[config.mk]
export PLATFORM = sky130hd
export DESIGN_NAME = bus_uart_tx
export DESIGN_NICKNAME = d
export VERILOG_FILES = /design/src/rtl/bus_uart_tx.sv
export SDC_FILE = /design/constraint.sdc
export NUM_CORES = 1
export LEC_CHECK = 0
export ABC_CLOCK_PERIOD_IN_PS = 5400
export CAP_MARGIN = 15
export CORE_UTILIZATION = 35
export CTS_CLUSTER_DIAMETER = 30
export DETAILED_ROUTE_END_ITERATION = 7
export GPL_ROUTABILITY_DRIVEN = 0
export MAX_ROUTING_LAYER = met4
export PLACE_DENSITY = 0.53
export SETUP_SLACK_MARGIN = 0.05
export SYNTH_ARGS = -nofsm -noshare
export SYNTH_HDL_FRONTEND = slang
export SYNTH_SLANG_ARGS = --single-unit
[constraint.sdc]
create_clock -name clk -period 5.4 [get_ports clk]
set_clock_uncertainty 0.1 [all_clocks]
set_input_delay 1.62 -clock clk [delete_from_list [all_inputs] [get_ports clk]]
set_output_delay 1.62 -clock clk [all_outputs]
set_load 0.03 [all_outputs]
[src/rtl/bus_uart_tx.sv]
// Memory-mapped UART transmitter: a byte FIFO fed from the core bus,
// drained by an 8N1 serialiser, with a registered status readback.
module bus_uart_tx #(
   parameter logic [31:0] BASE    = 32'h10000000,
   parameter int          CLK_DIV = 16,
   parameter int          DEPTH   = 8
) (
   input  logic        clk,
   input  logic        rst,
   input  logic        mem_wren,
   input  logic [3:0]  mem_wmask,
   input  logic [31:0] mem_wdata,
   input  logic [31:0] mem_addr,
   output logic [31:0] rdata,
   output logic        uart_tx
);

   localparam int          AW          = (DEPTH > 1) ? $clog2(DEPTH) : 1;
   localparam logic [31:0] STATUS_ADDR = BASE + 32'd4;
   localparam logic [15:0] BIT_RELOAD  = 16'(CLK_DIV - 1);
   localparam logic [AW:0] FULL_COUNT  = (AW + 1)'(DEPTH);

   typedef enum logic [1:0] {IDLE, START, DATA, STOP} state_t;

   state_t        r_state;
   logic [15:0]   r_bitCnt;
   logic [2:0]    r_bitIdx;
   logic [7:0]    r_shift;
   logic [7:0]    r_fifo [DEPTH];
   logic [AW-1:0] r_wrPtr;
   logic [AW-1:0] r_rdPtr;
   logic [AW:0]   r_count;
   logic          r_ovf;
   logic [31:0]   r_addr;

   logic w_push;
   logic w_clear;
   logic w_full;
   logic w_empty;
   logic w_busy;
   logic w_bitDone;
   logic w_pop;
   logic w_accept;
   logic w_ovfEvent;
   logic w_unused;

   assign w_push     = mem_wren && mem_wmask[0] && (mem_addr == BASE);
   assign w_clear    = mem_wren && mem_wmask[0] && (mem_addr == STATUS_ADDR) && mem_wdata[2];
   assign w_full     = (r_count == FULL_COUNT);
   assign w_empty    = (r_count == '0);
   assign w_busy     = (r_state != IDLE) || !w_empty;
   assign w_bitDone  = (r_bitCnt == 16'd0);
   assign w_pop      = !w_empty && ((r_state == IDLE) || ((r_state == STOP) && w_bitDone));
   assign w_accept   = w_push && (!w_full || w_pop);
   assign w_ovfEvent = w_push && w_full && !w_pop;
   assign w_unused   = &{1'b0, mem_wdata[31:8], mem_wmask[3:1]};

   // FIFO storage; a pop in the same cycle frees the slot a full-FIFO push lands in
   always_ff @(posedge clk) begin
      if (!rst && w_accept) begin
         r_fifo[r_wrPtr] <= mem_wdata[7:0];
      end
   end

   // FIFO pointers wrap naturally at DEPTH; count tracks push/pop balance
   always_ff @(posedge clk) begin
      if (rst) begin
         r_wrPtr <= '0;
         r_rdPtr <= '0;
         r_count <= '0;
      end else begin
         if (w_accept) begin
            r_wrPtr <= r_wrPtr + 1'b1;
         end
         if (w_pop) begin
            r_rdPtr <= r_rdPtr + 1'b1;
         end
         case ({w_accept, w_pop})
            2'b10:   r_count <= r_count + 1'b1;
            2'b01:   r_count <= r_count - 1'b1;
            default: r_count <= r_count;
         endcase
      end
   end

   // Serialiser FSM: start bit, 8 data bits LSB first, stop bit, back-to-back when more data waits
   always_ff @(posedge clk) begin
      if (rst) begin
         r_state  <= IDLE;
         r_bitCnt <= 16'd0;
         r_bitIdx <= 3'd0;
         r_shift  <= 8'd0;
         uart_tx  <= 1'b1;
      end else begin
         case (r_state)
            IDLE: begin
               if (w_pop) begin
                  r_state  <= START;
                  r_shift  <= r_fifo[r_rdPtr];
                  r_bitCnt <= BIT_RELOAD;
                  uart_tx  <= 1'b0;
               end
            end
            START: begin
               if (w_bitDone) begin
                  r_state  <= DATA;
                  r_bitIdx <= 3'd0;
                  uart_tx  <= r_shift[0];
                  r_shift  <= r_shift >> 1;
                  r_bitCnt <= BIT_RELOAD;
               end else begin
                  r_bitCnt <= r_bitCnt - 16'd1;
               end
            end
            DATA: begin
               if (w_bitDone) begin
                  r_bitCnt <= BIT_RELOAD;
                  if (r_bitIdx == 3'd7) begin
                     r_state <= STOP;
                     uart_tx <= 1'b1;
                  end else begin
                     r_bitIdx <= r_bitIdx + 3'd1;
                     uart_tx  <= r_shift[0];
                     r_shift  <= r_shift >> 1;
                  end
               end else begin
                  r_bitCnt <= r_bitCnt - 16'd1;
               end
            end
            STOP: begin
               if (w_bitDone) begin
                  if (w_pop) begin
                     r_state  <= START;
                     r_shift  <= r_fifo[r_rdPtr];
                     r_bitCnt <= BIT_RELOAD;
                     uart_tx  <= 1'b0;
                  end else begin
                     r_state  <= IDLE;
                     r_bitCnt <= 16'd0;
                     uart_tx  <= 1'b1;
                  end
               end else begin
                  r_bitCnt <= r_bitCnt - 16'd1;
               end
            end
            default: begin
               r_state  <= IDLE;
               r_bitCnt <= 16'd0;
               uart_tx  <= 1'b1;
            end
         endcase
      end
   end

   // Sticky overflow flag; a drop in the same cycle as a clear keeps it set
   always_ff @(posedge clk) begin
      if (rst) begin
         r_ovf <= 1'b0;
      end else if (w_ovfEvent) begin
         r_ovf <= 1'b1;
      end else if (w_clear) begin
         r_ovf <= 1'b0;
      end
   end

   // Read path mirrors main memory: address is registered, then data is registered from it
   always_ff @(posedge clk) begin
      if (rst) begin
         r_addr <= 32'd0;
         rdata  <= 32'd0;
      end else begin
         r_addr <= mem_addr;
         rdata  <= (r_addr == STATUS_ADDR) ? {29'b0, r_ovf, w_full, w_busy} : 32'd0;
      end
   end

endmodule

==> out/metrics.yaml, run 1 <==
floorplan:
  dieWidth_microns: 134
  initial_core_util_pct: 36.2
  rows: 47
  num_io_pins: 104
  die_y_microns: 134
  core_sq_um: 16800
  dieArea_sq_um: 17900
global_route:
  grt_pass1_wl_mm: 18.5
  track_usage_pct: 14.0
  grt_overflow_total: 0
  grt_pass1_vias: 3681
  antenna_found_initial: 0
  grt_max_degree: 52
clocking:
  post_cts_buffers: 0
  cts_tree: "built"
  htreeDepth: 4
  clock_sinks: 143
  clk_path_buf_depth: 2
  cts_hold_buf: 0
  cts_buffers: 17
  clkSlewWorstSetupHoldPaths_ps: 60
  ctsResizeCount: 0
  insertion_delay_ps: 420
  cts_root_buf: "clkbuf_16"
final_layout:
  design_area_sq_um: 7330
  layout_common_cells: "79 x dfxtp_1, 64 x edfxtp_1, 49 x nor2_1"
  syn_to_final_growth_pct: 20.2
  fin_nets: 637
  diodes: 0
  drive_gt1_share_pct: 12.9
  post-route-util_pct: 43.6
  final_common_cell: "dfxtp_1"
logic_synthesis:
  ys_ff_latch: 143
  synth_area_leaders: "edfxtp_1 32%, dfxtp_1 26%, mux4_2 5.9%, buf_4 3.6%, nor2b_1 3.3%"
  synth-compound-area-share_pct: 5.85
  yosysSeqAreaShare_pct: 57.5
  synth_edf_count: 64
  yosys.area.top_type_share_pct: 31.5
  synthMuxAreaShare_pct: 9.07
  syn-mean-instance-area_sq_um: 12.2
  syn_inst: 500
  yosys.area.top_type: "edfxtp_1"
  synth_fa_ha_area_share_pct: 2.79
  synth_top_family_by_area: "simple AND/OR/NAND/NOR gates"
  yosysUniqueCellTypes: 58
  async_reset_ff_share_pct: 0
  synth_xor_area_share_pct: 2.16
  yosysWarnings: 0
  synth_ff_type: "dfxtp_1"
  synth-simple-area-share_pct: 16.9
  synth_area_sq_um: 6100
timing:
  min_period_over_period_pct: 79.9
  slew_violations: 0
  max_slew.worst_pin.slew_ps: 886
  holdWs_ps: 358
  slew-limit-headroom_pct: 40.9
  period_minus_slack_ps: 4310
  rsz0062_at_grt: "no"
  setup_viol: 0
  worst_slack_ps: 1090
  tns_ps: 0
  hold_viol_final: 0
  fmax_mhz: 232
pwr:
  power.switching_w: 0.00119
  pwr-share-clk_pct: 32.8
  internal_power_w: 0.00252
  power.share.sequential_pct: 36.2
  p_per_area_nw_per_um2: 507
  vdd_ir_drop_max_uv: 192
  p_leak_nw: 2.61
  p_sw_share_pct: 32.1
  p_comb_share_pct: 31.0
setup_path:
  startpoint: "mem_addr[22]"
  critPathKind: "primary input to flip-flop"
  cp_slowest_cell: "nor4_1"
  startpoint_type: "primary input"
  arrival_ps: 4520
  worst_setup_path_end_kind: "flip-flop"
  r2r_start: "r_bitCnt[0]"
  critPathRequiredTime_ps: 5600
  path_cells: "clkdlybuf4s50_1 -> nor4_1 -> nand4_1 -> nor4_4 -> or2_2 -> inv_1 -> ha_1 -> a21o_1 -> a21oi_1 -> mux2i_1 -> mux2_1"
  slowest_delay_ps: 470
  worstPathMaxFanout: 9
route:
  routedWlPerCell_microns: 14.3
  drc: 0
  final_antenna_net_count: 0
  routed_wl_mm: 11.2
  first_iter_violations: 202
  vias: 3788
  vias_per_cell: 4.82
  dr.pass1.iters: 4
placement:
  portBuffers: 47
  dpl-instance-area_sq_um: 6700
  dp_hpwl_mm: 7.83
  dp_slack_ps: 674
run:
  cap_violations: 0
min_path:
  worstHoldStart: "r_shift[7]"
  hold_class: "flip-flop to flip-flop"
status:
  status: "complete, no violations"
-- sequential cells by signal (all words and copies together), names as in the netlist, named ones only --
register,count
r_bitCnt,16
r_ovf,1
r_count,4
r_addr,32
uart_tx,1
r_bitIdx,3
r_fifo,64
r_state,2
r_shift,8
r_wrPtr,3
r_rdPtr,3
rdata,3
-- through the flow --
step                total power (W)  cells
floorplan                   0.00232    528
global placement            0.00250    754
detailed placement          0.00252    754
CTS                         0.00375    786
global route                0.00393    786
finish                      0.00371    786
-- worst max-delay path, delay by kind of cell --
family | cells | cell delay [ps]
AOI/OAI and AO/OA | 2 | 340
muxes | 2 | 580
and+or+nand+nor | 4 | 1190
adders and majority gates | 1 | 280
buffers and inverters | 2 | 510
-- layout make-up --
type	count	area, sq um
well taps	220	275
clock buffers	19	433
flip-flops and latches	143	3500
repair buffers	56	533
multi-input cells	324	2350
clock inverters	13	190
inverters	11	41.3
fillers	1561	9490
-- metal layers --
metal | part of all wire [%] | track usage [%]
met5 | 0 | -
met4 | 1.6 | 6.63
met3 | 3.8 | 3.78
met2 | 47 | 21.6
met1 | 48 | 17.1
-- final timing paths --
check	cells past startpoint	end	slack, ps
hold / removal	2	r_shift[7]	360
setup / recovery	11	r_count[3]	1090
setup reg to reg	12	r_count[3]	1840
hold reg to reg	2	r_shift[7]	360
-- logic make-up (layout without fill, tap and decap cells) --
logic type	Yosys count	after routing
AO/OA/AOI/OAI	52	52
other	1	29
adder cells (fa/ha/maj)	13	13
XOR/XNOR	15	15
flip-flops	143	143
AND/OR/NAND/NOR	180	180
buffers and inverters	61	99
multiplexers	35	35
-- Yosys cell counts, types with 11 or more instances --
cell type  count
dfxtp_1       79
mux4_2        16
a21oi_1       15
edfxtp_1      64
o21ai_0       11
nor2b_1       32
ha_1          12
nor4_1        19
clkbuf_1      17
nor2_1        49
mux2i_1       17
buf_4         29
nand2_1       25
inv_1         11
-- power by group through the flow --
| stage | logic, W | clock network, W | registers [W] |
|---|---|---|---|
| detailed placement | 0.00115 | 0 | 0.00137 |
| global placement | 0.00114 | 0 | 0.00136 |
| CTS | 0.00116 | 0.00125 | 0.00135 |
| floorplan | 0.000977 | 0 | 0.00134 |
| global route | 0.00129 | 0.00128 | 0.00136 |
| finish | 0.00115 | 0.00122 | 0.00134 |
Note: power is estimated with default switching activity, not from simulation.
==> inputs of run 2 (changes only) <==
--- a/config.mk
+++ b/config.mk
@@ -5,7 +5,7 @@
 export SDC_FILE = /design/constraint.sdc
 export NUM_CORES = 1
 export LEC_CHECK = 0
-export ABC_CLOCK_PERIOD_IN_PS = 5400
+export ABC_CLOCK_PERIOD_IN_PS = 4000
 export CAP_MARGIN = 15
 export CORE_UTILIZATION = 35
 export CTS_CLUSTER_DIAMETER = 30
==> constraint.sdc (replaced) <==
create_clock -name clk -period 4 [get_ports clk]
set_clock_uncertainty 0.1 [all_clocks]
set_input_delay 1.2 -clock clk [delete_from_list [all_inputs] [get_ports clk]]
set_output_delay 1.2 -clock clk [all_outputs]
set_load 0.03 [all_outputs]
==> run 2 against run 1 <==
Global-route usage rose by 0.083 points. Non-clock buffer count up 14. Register-to-register slack lost 1200 ps. Via count rose by 1.8%. Sequential power up 37%. Clock-buffer cell count is 2 lower. Largest cell class unchanged. Die area unchanged. Worst setup slack got worse by 820 ps. Sequential share of layout area shrank 0.36 points. Worst hold slack worse by 7.3 ps.
==> out/metrics.yaml, run 2 (same netlist as run 1, synthesis figures left out) <==
floorplan:
  dieArea_sq_um: 17900  # unchanged
  die_y_microns: 134  # unchanged
  rows: 47  # unchanged
  num_io_pins: 104  # unchanged
  core_sq_um: 16800  # unchanged
  initial_core_util_pct: 36.2  # unchanged
  dieWidth_microns: 134  # unchanged
final_layout:
  final_common_cell: "dfxtp_1"
  nFillCells: 1554  # -0.45%
  syn_to_final_growth_pct: 21.1
  final_cells: 799  # +1.7%
  drive_gt1_share_pct: 15.2  # +2.3 points
  largest_register_ffs: 64  # unchanged
  fin_nets: 651  # +2.2%
  multi_input_area_sq_um: 2360  # +0.27%
  diodes: 0  # unchanged
  top_register: "r_fifo"
  design_area_sq_um: 7380  # +0.77%
  layout_common_cells: "79 x dfxtp_1, 64 x edfxtp_1, 49 x nor2_1"
  seqCellArea_sq_um: 3500  # unchanged
  reg_top3: "r_fifo x64, r_addr x32, r_bitCnt x16"
route:
  drc: 0  # unchanged
  first_iter_violations: 145  # -28%
  vias: 3856  # +1.8%
  routed_wl_mm: 11.4  # +1.5%
  routedWlPerCell_microns: 14.3  # -0.13%
  final_antenna_net_count: 0  # unchanged
  dr.pass1.iters: 4  # unchanged
  vias_per_cell: 4.83  # +0.14%
run:
  cap_violations: 0  # unchanged
clocking:
  cts_root_buf: "clkbuf_16"
  insertion_delay_ps: 410  # about the same
  cts_buffers: 17  # unchanged
  clk_path_buf_depth: 2  # unchanged
  clock_sinks: 143  # unchanged
  cts_hold_buf: 0  # unchanged
  ctsResizeCount: 0  # unchanged
  cts_tree: "built"
  post_cts_buffers: 0  # unchanged
  clkSlewWorstSetupHoldPaths_ps: 60  # about the same
  htreeDepth: 4  # unchanged
global_route:
  track_usage_pct: 14.1  # +0.083 points
  grt_overflow_total: 0  # unchanged
  grt_pass1_wl_mm: 19.0  # +2.4%
  grt_max_degree: 32  # -38%
  antenna_found_initial: 0  # unchanged
  busiest_layer: "met2"
  grt_use_met3_pct: 2.72  # -1.1 points
  grt_pass1_vias: 3804  # +3.3%
  use_met2_pct: 23.0  # +1.5 points
  use_met1_pct: 17.1  # -0.097 points
min_path:
  hold_class: "flip-flop to flip-flop"
setup_path:
  worst_setup_path_end_kind: "flip-flop"
  arrival_ps: 3940  # -580 ps
  startpoint_type: "primary input"
  critPathKind: "primary input to flip-flop"
  worstPathMaxFanout: 2  # -7
  critPathRequiredTime_ps: 4200  # -1400 ps
timing:
  fmax_mhz: 268
  hold_viol_final: 0  # unchanged
  rsz0062_at_grt: "no"
  holdWs_ps: 351  # -7.27 ps
  slew_violations: 0  # unchanged
  max_slew.worst_pin.slew_ps: 901  # +14.9 ps
  period_minus_slack_ps: 3740
  slew-limit-headroom_pct: 39.8  # -1.1 points
  worst_slack_ps: 262  # -823 ps
  setup_viol: 0  # unchanged
  min_period_over_period_pct: 93.4
pwr:
  vdd_ir_drop_max_uv: 313  # +63%
  p_per_area_nw_per_um2: 659  # +30%
  p_leak_nw: 2.65  # +1.3%
  power_w: 0.00486  # +31%
placement:
  numPlacedInstances: 768  # +1.9%
  dp_slack_ps: -238  # -912 ps
  dp_hpwl_mm: 8.08  # +3.2%
  portBuffers: 47  # unchanged
  dpl-instance-area_sq_um: 6830  # +1.9%
status:
  status: "complete, no violations"
-- run 2: stage by stage --
step	setup TNS (ps)	utilization, %
floorplan	0	-
global placement	-319	40.6
detailed placement	-406	40.6
CTS	0	43.9
global route	0	43.9
finish	0	43.9
-- run 2: routing by layer --
metal,up-vias,routed length [microns]
li1,1907,-
met1,1856,5280
met2,78,5610
met3,15,319
met4,0,194
met5,-,0
-- run 2: final cells by class --
class	instances	share of cell area (%)
clock buffers	17	5.76
clock inverters	14	1.59
inverters	11	0.559
multi-input cells	324	31.9
flip-flops and latches	143	47.5
repair buffers	70	8.98
well taps	220	3.73
-- run 2: worst paths after layout --
path	slack, ps	startpoint	endpoint	cells past startpoint
hold reg to reg	350	r_shift[7]	r_shift[7]	2
setup / recovery	260	mem_addr[1]	r_count[3]	12
hold / removal	350	r_shift[7]	r_shift[7]	2
setup reg to reg	620	r_bitCnt[0]	r_count[3]	12
-- run 2: worst max-delay path, stage by stage --
cell             delay, ps
clkdlybuf4s50_1        440
nor4_2                 340
buf_4                  170
nand4_1                130
nor4_4                 270
or2_2                  170
inv_1                   50
ha_1                   260
a21o_1                 170
a21oi_1                160
mux2i_1                240
mux2_1                 330
-- run 2: power by group --
part	internal, W	switching (W)	total [W]	leakage [nW]
sequential	0.00168	0.000162	0.00184	1.23
clock	0.000847	0.000588	0.00144	0.248
combinational	0.000719	0.000867	0.00159	1.17
total	0.00325	0.00162	0.00486	2.65
==> inputs of run 3 (changes only) <==
--- a/config.mk
+++ b/config.mk
@@ -7,6 +7,7 @@
 export LEC_CHECK = 0
 export ABC_CLOCK_PERIOD_IN_PS = 4000
 export CAP_MARGIN = 15
+export CORE_MARGIN = 2
 export CORE_UTILIZATION = 35
 export CTS_CLUSTER_DIAMETER = 30
 export DETAILED_ROUTE_END_ITERATION = 7
==> run 3 against run 2 <==
Worst setup slack got worse by 5.0 ps. Die area grew 3.0%. Core utilization is 0.78 points lower. Sequential share of layout area shrank 0.14 points. Flip-flop and latch count unchanged. Combinational power barely moved. First-iteration DRC count up 59%. Largest cell class unchanged. Highest routed layer unchanged.
==> out/metrics.yaml, run 3 (same netlist as run 1, synthesis figures left out) <==
global_route:
  grt_use_met3_pct: 3.43  # +0.71 points
  grt_pass1_wl_mm: 18.9  # -0.33%
  use_met1_pct: 16.3  # -0.73 points
  track_usage_pct: 13.7  # -0.42 points
  grt_pass1_vias: 3833  # +0.76%
  grt_max_degree: 40  # +25%
  use_met2_pct: 22.2  # -0.83 points
  busiest_layer: "met2"
  antenna_found_initial: 0  # unchanged
  grt_overflow_total: 0  # unchanged
clocking:
  insertion_delay_ps: 420  # about the same
  post_cts_buffers: 0  # unchanged
  cts_root_buf: "clkbuf_16"
  cts_buffers: 17  # unchanged
  cts_hold_buf: 0  # unchanged
  clk_path_buf_depth: 2  # unchanged
  clkSlewWorstSetupHoldPaths_ps: 60  # about the same
  ctsResizeCount: 0  # unchanged
  clock_sinks: 143  # unchanged
  cts_tree: "built"
  htreeDepth: 4  # unchanged
placement:
  dpl-instance-area_sq_um: 6810  # -0.31%
  dp_hpwl_mm: 8.09  # +0.13%
  portBuffers: 47  # unchanged
route:
  drc: 0  # unchanged
  routed_wl_mm: 11.7  # +2.5%
  final_antenna_net_count: 0  # unchanged
  vias_per_cell: 4.85  # +0.46%
  vias: 3893  # +0.96%
  routedWlPerCell_microns: 14.6  # +2.0%
  dr.pass1.iters: 4  # unchanged
  first_iter_violations: 230  # +59%
setup_path:
  critPathKind: "primary input to flip-flop"
  worstPathMaxFanout: 2  # unchanged
  reg2regPathDepth: 12  # unchanged
  startpoint_type: "primary input"
  worst_setup_path_end_kind: "flip-flop"
  arrival_ps: 3940  # about the same
  critPathRequiredTime_ps: 4200  # about the same
final_layout:
  largest_register_ffs: 64  # unchanged
  final_common_cell: "dfxtp_1"
  fin_nets: 649  # -0.31%
  syn_to_final_growth_pct: 21.5
  top_register: "r_fifo"
  reg_top3: "r_fifo x64, r_addr x32, r_bitCnt x16"
  diodes: 0  # unchanged
  post-route-util_pct: 43.1  # -0.78 points
  drive_gt1_share_pct: 15.1  # -0.15 points
  design_area_sq_um: 7400  # +0.31%
  nFillCells: 1605  # +3.3%
  layout_common_cells: "79 x dfxtp_1, 64 x edfxtp_1, 49 x nor2_1"
floorplan:
  die_y_microns: 136  # +1.5%
  num_io_pins: 104  # unchanged
  rows: 48  # +2.1%
  dieArea_sq_um: 18500  # +3.0%
  initial_core_util_pct: 35.5  # -0.76 points
  core_sq_um: 17200  # +2.1%
  dieWidth_microns: 136  # +1.5%
pwr:
  p_per_area_nw_per_um2: 672  # +2.0%
  vdd_ir_drop_max_uv: 275  # -12%
  p_leak_nw: 2.66  # +0.61%
status:
  status: "complete, no violations"
timing:
  setup_viol: 0  # unchanged
  slew-limit-headroom_pct: 43.8  # +4.0 points
  period_minus_slack_ps: 3740  # +4.95 ps
  hold_viol_final: 0  # unchanged
  min_period_over_period_pct: 93.6  # +0.12 points
  holdWs_ps: 354  # +3.55 ps
  rsz0062_at_grt: "no"
  max_slew.worst_pin.slew_ps: 841  # -60.0 ps
  slew_violations: 0  # unchanged
  fmax_mhz: 267  # -0.13%
run:
  cap_violations: 0  # unchanged
min_path:
  hold_class: "flip-flop to flip-flop"
  min_path_cells: 2  # unchanged
run 3: cell types whose count changed in the layout (fill, tap and decap cells not counted), sizes merged:
cell,previous run,this run
clkinvlp,7,4
clkinv,3,4
buf,24,22
bufinv,1,2
inv,14,16
run 3: path summary, 6_finish.rpt:
path / to / from / slack [ps]
hold / removal: r_shift[7] / r_shift[7] / 350
hold reg to reg: r_shift[7] / r_shift[7] / 350
setup reg to reg: r_count[3] / r_bitCnt[0] / 590
setup / recovery: r_count[3] / mem_addr[1] / 260
run 3: per-layer routing:
metal,part of all wire (%),vias to the layer above
li1,-,1902
met1,45,1882
met2,49,94
met3,4.2,15
met4,1.7,0
met5,0,-
run 3: stage by stage:
stage               setup TNS [ps]  total power (W)  instances  setup slack (ps)
finish                           0          0.00498        803               257
global route                     0          0.00528        803              76.7
CTS                              0          0.00503        803               159
detailed placement            -488          0.00346        771              -281
global placement              -400          0.00342        771              -248
floorplan                        0          0.00313        528               154
run 3: worst max-delay path, cell delays in order:
cell and delay (ps):
clkdlybuf4s50_1 460, nor4_2 350, buf_4 170, nand4_1 130, nor4_4 260, or2_2 160, inv_1 50, ha_1 260
a21o_1 170, a21oi_1 160, mux2i_1 230, mux2_1 340
run 3: area by class of cell:
cell class	count	area (sq um)	share of cell area (%)
clock inverter	15	161	2.18
sequential	143	3500	47.3
tap	225	282	3.80
inverter	11	41.3	0.558
clock buffer	17	425	5.75
timing repair buffer	68	636	8.58
multi-input combinational	324	2360	31.8
run 3: where the power goes:
| group | switching [W] | leakage [nW] | internal (W) |
|---|---|---|---|
| sequential | 0.000136 | 1.23 | 0.00168 |
| clock | 0.000626 | 0.276 | 0.000926 |
| combinational | 0.000895 | 1.16 | 0.000715 |
| total | 0.00166 | 2.66 | 0.00332 |
